==> src/rtl/ram_fifo_pkg.sv <==
// rtl/ram_fifo_pkg.sv - shared parameters, widths and types for the RAM FIFO controller and its RAM
package ram_fifo_pkg;

  localparam int DEF_ADDR_WIDTH = 6;
  localparam int DEF_DATA_WIDTH = 32;
  localparam int DEF_AFULL_LVL  = 48;

  function automatic int fifo_depth(input int addr_width);
    return 1 << addr_width;
  endfunction

  // Pointers carry one extra wrap bit above the RAM address; counts span 0..DEPTH.
  typedef logic [DEF_ADDR_WIDTH:0]   ptr_t;
  typedef logic [DEF_ADDR_WIDTH:0]   cnt_t;
  typedef logic [DEF_DATA_WIDTH-1:0] word_t;

endpackage

==> src/rtl/ram_fifo_ctrl_wrap_ptr.sv <==
// rtl/ram_fifo_ctrl_wrap_ptr.sv - free-running wrap-bit pointer with increment and synchronous clear
module wrap_ptr #(
  parameter int W = 7
) (
  input  logic         clk_i,
  input  logic         rst_i,
  input  logic         clr_i,
  input  logic         inc_i,
  output logic [W-1:0] ptr_o
);

  // Natural binary wrap at 2**W keeps the MSB toggling once per lap of the RAM.
  always_ff @(posedge clk_i) begin
    if (rst_i || clr_i) begin
      ptr_o <= '0;
    end else if (inc_i) begin
      ptr_o <= ptr_o + W'(1);
    end
  end

endmodule

==> src/rtl/ram_fifo_ctrl.sv <==
// rtl/ram_fifo_ctrl.sv - circular-buffer controller driving a dual-port RAM as a show-ahead FIFO
module ram_fifo_ctrl
  import ram_fifo_pkg::*;
#(
  parameter int ADDR_WIDTH = DEF_ADDR_WIDTH,
  parameter int DATA_WIDTH = DEF_DATA_WIDTH,
  parameter int AFULL_LVL  = DEF_AFULL_LVL
) (
  input  logic                  clk_i,
  input  logic                  rst_i,
  input  logic                  flush_i,
  input  logic                  wr_valid_i,
  input  logic [DATA_WIDTH-1:0] wr_data_i,
  output logic                  wr_ready_o,
  output logic                  rd_valid_o,
  output logic [DATA_WIDTH-1:0] rd_data_o,
  input  logic                  rd_ready_i,
  output logic [ADDR_WIDTH:0]   count_o,
  output logic                  almost_full_o,
  output logic                  ram_we_o,
  output logic [ADDR_WIDTH-1:0] ram_waddr_o,
  output logic [DATA_WIDTH-1:0] ram_wdata_o,
  output logic [ADDR_WIDTH-1:0] ram_raddr_o,
  input  logic [DATA_WIDTH-1:0] ram_rdata_i
);

  localparam logic [ADDR_WIDTH:0] AFULL_CNT = (ADDR_WIDTH+1)'(AFULL_LVL);

  logic [ADDR_WIDTH:0] wr_ptr;
  logic [ADDR_WIDTH:0] rd_ptr;
  logic                full;
  logic                empty;
  logic                hold;
  logic                push;
  logic                pop;

  assign empty = (wr_ptr == rd_ptr);
  assign full  = (wr_ptr[ADDR_WIDTH-1:0] == rd_ptr[ADDR_WIDTH-1:0]) &&
                 (wr_ptr[ADDR_WIDTH] != rd_ptr[ADDR_WIDTH]);

  // A clearing edge swallows both handshakes so no stray RAM write lands.
  assign hold = rst_i || flush_i;
  assign push = wr_valid_i && !full && !hold;
  assign pop  = rd_ready_i && !empty && !hold;

  assign wr_ready_o    = !full;
  assign rd_valid_o    = !empty;
  assign count_o       = wr_ptr - rd_ptr;
  assign almost_full_o = (count_o >= AFULL_CNT);

  assign ram_we_o    = push;
  assign ram_waddr_o = wr_ptr[ADDR_WIDTH-1:0];
  assign ram_wdata_o = wr_data_i;
  assign ram_raddr_o = rd_ptr[ADDR_WIDTH-1:0];
  assign rd_data_o   = ram_rdata_i;

  wrap_ptr #(.W(ADDR_WIDTH+1)) u_wr_ptr (
    .clk_i (clk_i),
    .rst_i (rst_i),
    .clr_i (flush_i),
    .inc_i (push),
    .ptr_o (wr_ptr)
  );

  wrap_ptr #(.W(ADDR_WIDTH+1)) u_rd_ptr (
    .clk_i (clk_i),
    .rst_i (rst_i),
    .clr_i (flush_i),
    .inc_i (pop),
    .ptr_o (rd_ptr)
  );

endmodule

==> config.mk <==
export PLATFORM = sky130hd
export DESIGN_NAME = ram_fifo_ctrl
export DESIGN_NICKNAME = d
export VERILOG_FILES = /design/src/rtl/ram_fifo_pkg.sv /design/src/rtl/ram_fifo_ctrl_wrap_ptr.sv /design/src/rtl/ram_fifo_ctrl.sv
export SDC_FILE = /design/constraint.sdc
export NUM_CORES = 1
export LEC_CHECK = 0
export CAP_MARGIN = 20
export CORE_UTILIZATION = 33
export CTS_BUF_LIST = sky130_fd_sc_hd__clkbuf_8
export CTS_CLUSTER_SIZE = 25
export DETAILED_ROUTE_END_ITERATION = 7
export GPL_TIMING_DRIVEN = 0
export PLACE_DENSITY = 0.95
export SYNTH_ARGS = -nofsm -noshare
export SYNTH_HDL_FRONTEND = slang
export SYNTH_SLANG_ARGS = --single-unit
==> constraint.sdc <==
create_clock -name clk_i -period 4.7 [get_ports clk_i]
set_input_delay 0.47 -clock clk_i [delete_from_list [all_inputs] [get_ports clk_i]]
set_output_delay 0.47 -clock clk_i [all_outputs]
set_load 0.05 [all_outputs]
==> summary.md <==
| Metric | Value |
|---|---|
| Status | `finished, violations left` |
| Failing checks | `DRC` |
| Vias | `1544` |
| Post-CTS Resized | `0` |
| Core area | `4474 um^2` |
| Slowest CP cell | `clkdlybuf4s50_1` |
| VDD IR-drop max | `109.7 uV` |
| Post-synthesis cell area | `1584 um^2` |
| Root buf cell | `clkbuf_8` |
| Die X | `71.28 um` |
| Crit Path Category | `reg2out` |
| CTS tree | `done` |
| CP Launch Point | `u_wr_ptr.ptr_o[0]$_SDFFE_PN0P_` |
| I/O Pins | `156` |
| Num CTS Buffers | `3` |
| Worst-Skew Late Latency | `0.25 ns` |
| Max_slew headroom | `65.76%` |
| Post-layout minimum cycle time | `3.688 ns` |
| Area delta synth->final | `65.09%` |
| Clock sink count | `14` |
| Largest net degree at the start of global routing | `11` |
| Number of nets in the layout | `375` |
| First-pass GRT wire length | `5906 um` |
| CP max FO | `6` |
| Post-Syn Instances | `201` |
| P_leak | `0.001150 uW` |
| # setup viols final | `0` |
| Buf+Inv Stages, Crit Path | `2` |
| Hold Buf Count CTS | `0` |
| Die area | `5081 um^2` |
| Wire per inst | `10.79 um` |
| H-tree depth | `1` |
| Tcrit/Tclk final | `78.46%` |
| Post-synthesis area per instance | `7.881 um^2` |
| Vias/cell | `4.437` |
| CP peak stage delay | `0.83 ns` |
| Seq/Total Area, Yosys | `17.69%` |
| Critical path capture point type | `output pin` |
| Grt ovf | `0` |
| Total Wirelength | `3755 um` |
| Clock transition at the registers of the reported paths | `0.05 ns` |
| Num rows | `24` |
| Clk buf depth | `2` |
| Drt first pass iters | `8` |
| Post-CTS Setup Repair Bufs | `0` |
| Dpl hpwl | `3130 um` |
| FF+latch count, synth | `14` |
| CP Launch Type | `register` |
| Gr usage total | `14.46%` |
| Die height | `71.28 um` |
| Arrival time of the worst setup path | `3.22 ns` |
| Worst min path class | `reg2reg` |
| CP required | `4.23 ns` |
| Layout cells sized above 1 | `29.73%` |
| Pwr Density | `186.1 nW/um^2` |
| DP Worst Slack | `1.317 ns` |
| Initial drt markers | `72` |
| Post-route setup slack | `1.012 ns` |
| Clock skew | `0.003388 ns` |
| Number of global-route vias before repair | `1430` |
| Netlist cell types | `35` |
| Syn_nets | `279` |
| Starting Density | `35.40%` |
| Worst reg2reg startpoint | `u_rd_ptr.ptr_o[5]$_SDFFE_PN0P_` |
| Post-route ant nets | `0` |
| Post-route DRC | `11` |
| Final Hold Fails | `0` |
| Gpl congestion | `0.8399` |
| Worst hold slack | `0.5978 ns` |
| CP cell instances | `inv_1, ha_1, fa_1, nand2b_1, a21oi_1, xnor2_1, a22oi_1, o221ai_1, clkdlybuf4s50_1` |
| Initial antenna violation count | `0` |
| RSZ-0062 raised after global routing | `no` |
| Placed Area | `2560 um^2` |
| Ys Warns | `0` |
| Fmax | `271.2 MHz` |
| HP Start | `u_wr_ptr.ptr_o[5]$_SDFFE_PN0P_` |
| Port bufs | `91` |
| Max-cap check violation count | `0` |
| ANT cells | `0` |
| Setup TNS | `0 ns` |
| Fin util | `58.45%` |
| Final count of pins violating max slew | `0` |
| CP top delay family | `buffers and inverters` |
| Slew @ Worst Pin | `0.5120 ns` |
| Fin area | `2615 um^2` |
==> metrics by stage <==
stage	instances	total power [uW]
after floorplan	201	304.1
after global placement	344	370.4
after detailed placement	344	372.3
after CTS	348	491.3
after global routing	348	505.4
final	348	486.7
==> tightest hold or removal path, delay by kind of cell (launching register included) <==
family,cells,cell delay (ns)
DFF,1,0.35
and+or+nand+nor,1,0.07
xor gates and xnor gates,1,0.14
==> sequential cells by signal (all words and copies together), names as in the netlist <==
| signal | count |
|---|---|
| u_rd_ptr.ptr_o | 7 |
| u_wr_ptr.ptr_o | 7 |
==> cells in the final DEF, fill, tap and decap left out, types with 4 or more instances in the layout <==
| master | n |
|---|---|
| dfxtp_1 | 14 |
| clkdlybuf4s50_1 | 91 |
| inv_1 | 13 |
| ha_1 | 8 |
| nand2_1 | 8 |
| clkbuf_8 | 4 |
| a21oi_1 | 7 |
| nor3_1 | 4 |
| nor2_1 | 21 |
| buf_4 | 76 |
| xnor2_1 | 14 |
| nand4_1 | 5 |
==> logic make-up after synthesis <==
group | after synthesis | synth area share (%)
xor+xnor | 16 | 9.321
compound gates | 19 | 8.769
mux | 1 | 0.6319
fa+ha+maj | 9 | 7.583
flops | 14 | 17.69
buf+inv | 91 | 39.57
simple gates | 51 | 16.43
==> synthesized netlist by cell type <==
master,number,share of area (%)
nand4_4,1,1.3
clkbuf_1,2,0.47
inv_1,13,3.1
and2_1,1,0.40
nor3_2,1,0.63
nand2b_1,1,0.40
nor4_1,2,0.79
or2_2,2,0.79
nand3_1,2,0.63
buf_4,76,36
a211oi_1,1,0.47
nor2b_1,1,0.40
fa_1,1,1.3
o21ai_0,2,0.63
o21a_1,1,0.47
nand4_1,5,2.0
a21o_1,1,0.47
xnor2_1,14,7.7
o31ai_1,1,0.47
or2b_1,1,0.47
o31a_4,1,1.1
dfxtp_1,14,18
nand2_1,8,1.9
ha_1,8,6.3
xor2_1,1,0.55
or3_2,1,0.47
nor3_1,4,1.3
o31ai_2,1,0.79
a21oi_1,7,2.2
o31a_1,2,1.1
mux2i_1,1,0.63
o221ai_1,1,0.55
a22oi_1,1,0.47
xor2_2,1,1.0
nor2_1,21,5.0
==> power by group <==
group | total [uW] | switching, uW | internal [uW]
clock | 117 | 43.2 | 74.3
combinational | 248 | 150 | 98.4
sequential | 121 | 1.62 | 120
==> area by class of cell <==
type,instances,area [um^2]
plain buffers,78,578.1
clock buffers,4,55.05
fillers,377,1859
inverters,13,48.80
multi-input cells,96,676.9
flip-flops and latches,14,280.3
well taps,52,65.06
repair buffers,91,910.9
==> worst paths after layout <==
check                                   endpoint  slack [ns]  depth (start not counted)
setup reg to reg  u_wr_ptr.ptr_o[5]$_SDFFE_PN0P_        2.63                          7
hold reg to reg   u_wr_ptr.ptr_o[5]$_SDFFE_PN0P_        0.60                          2
hold / removal    u_wr_ptr.ptr_o[5]$_SDFFE_PN0P_        0.60                          2
setup / recovery                   almost_full_o        1.01                          9
==> metal layers <==
metal / wire length, um / up-vias / part of all wire [%] / track usage, %
li1: - / 772 / - / -
met1: 1446 / 676 / 39 / 15.77
met2: 1879 / 91 / 50 / 26.35
met3: 381 / 5 / 10 / 3.376
met4: 48 / 0 / 1.3 / 6.889
met5: 0 / - / 0 / 0
Power figures use the tool's default switching activity.
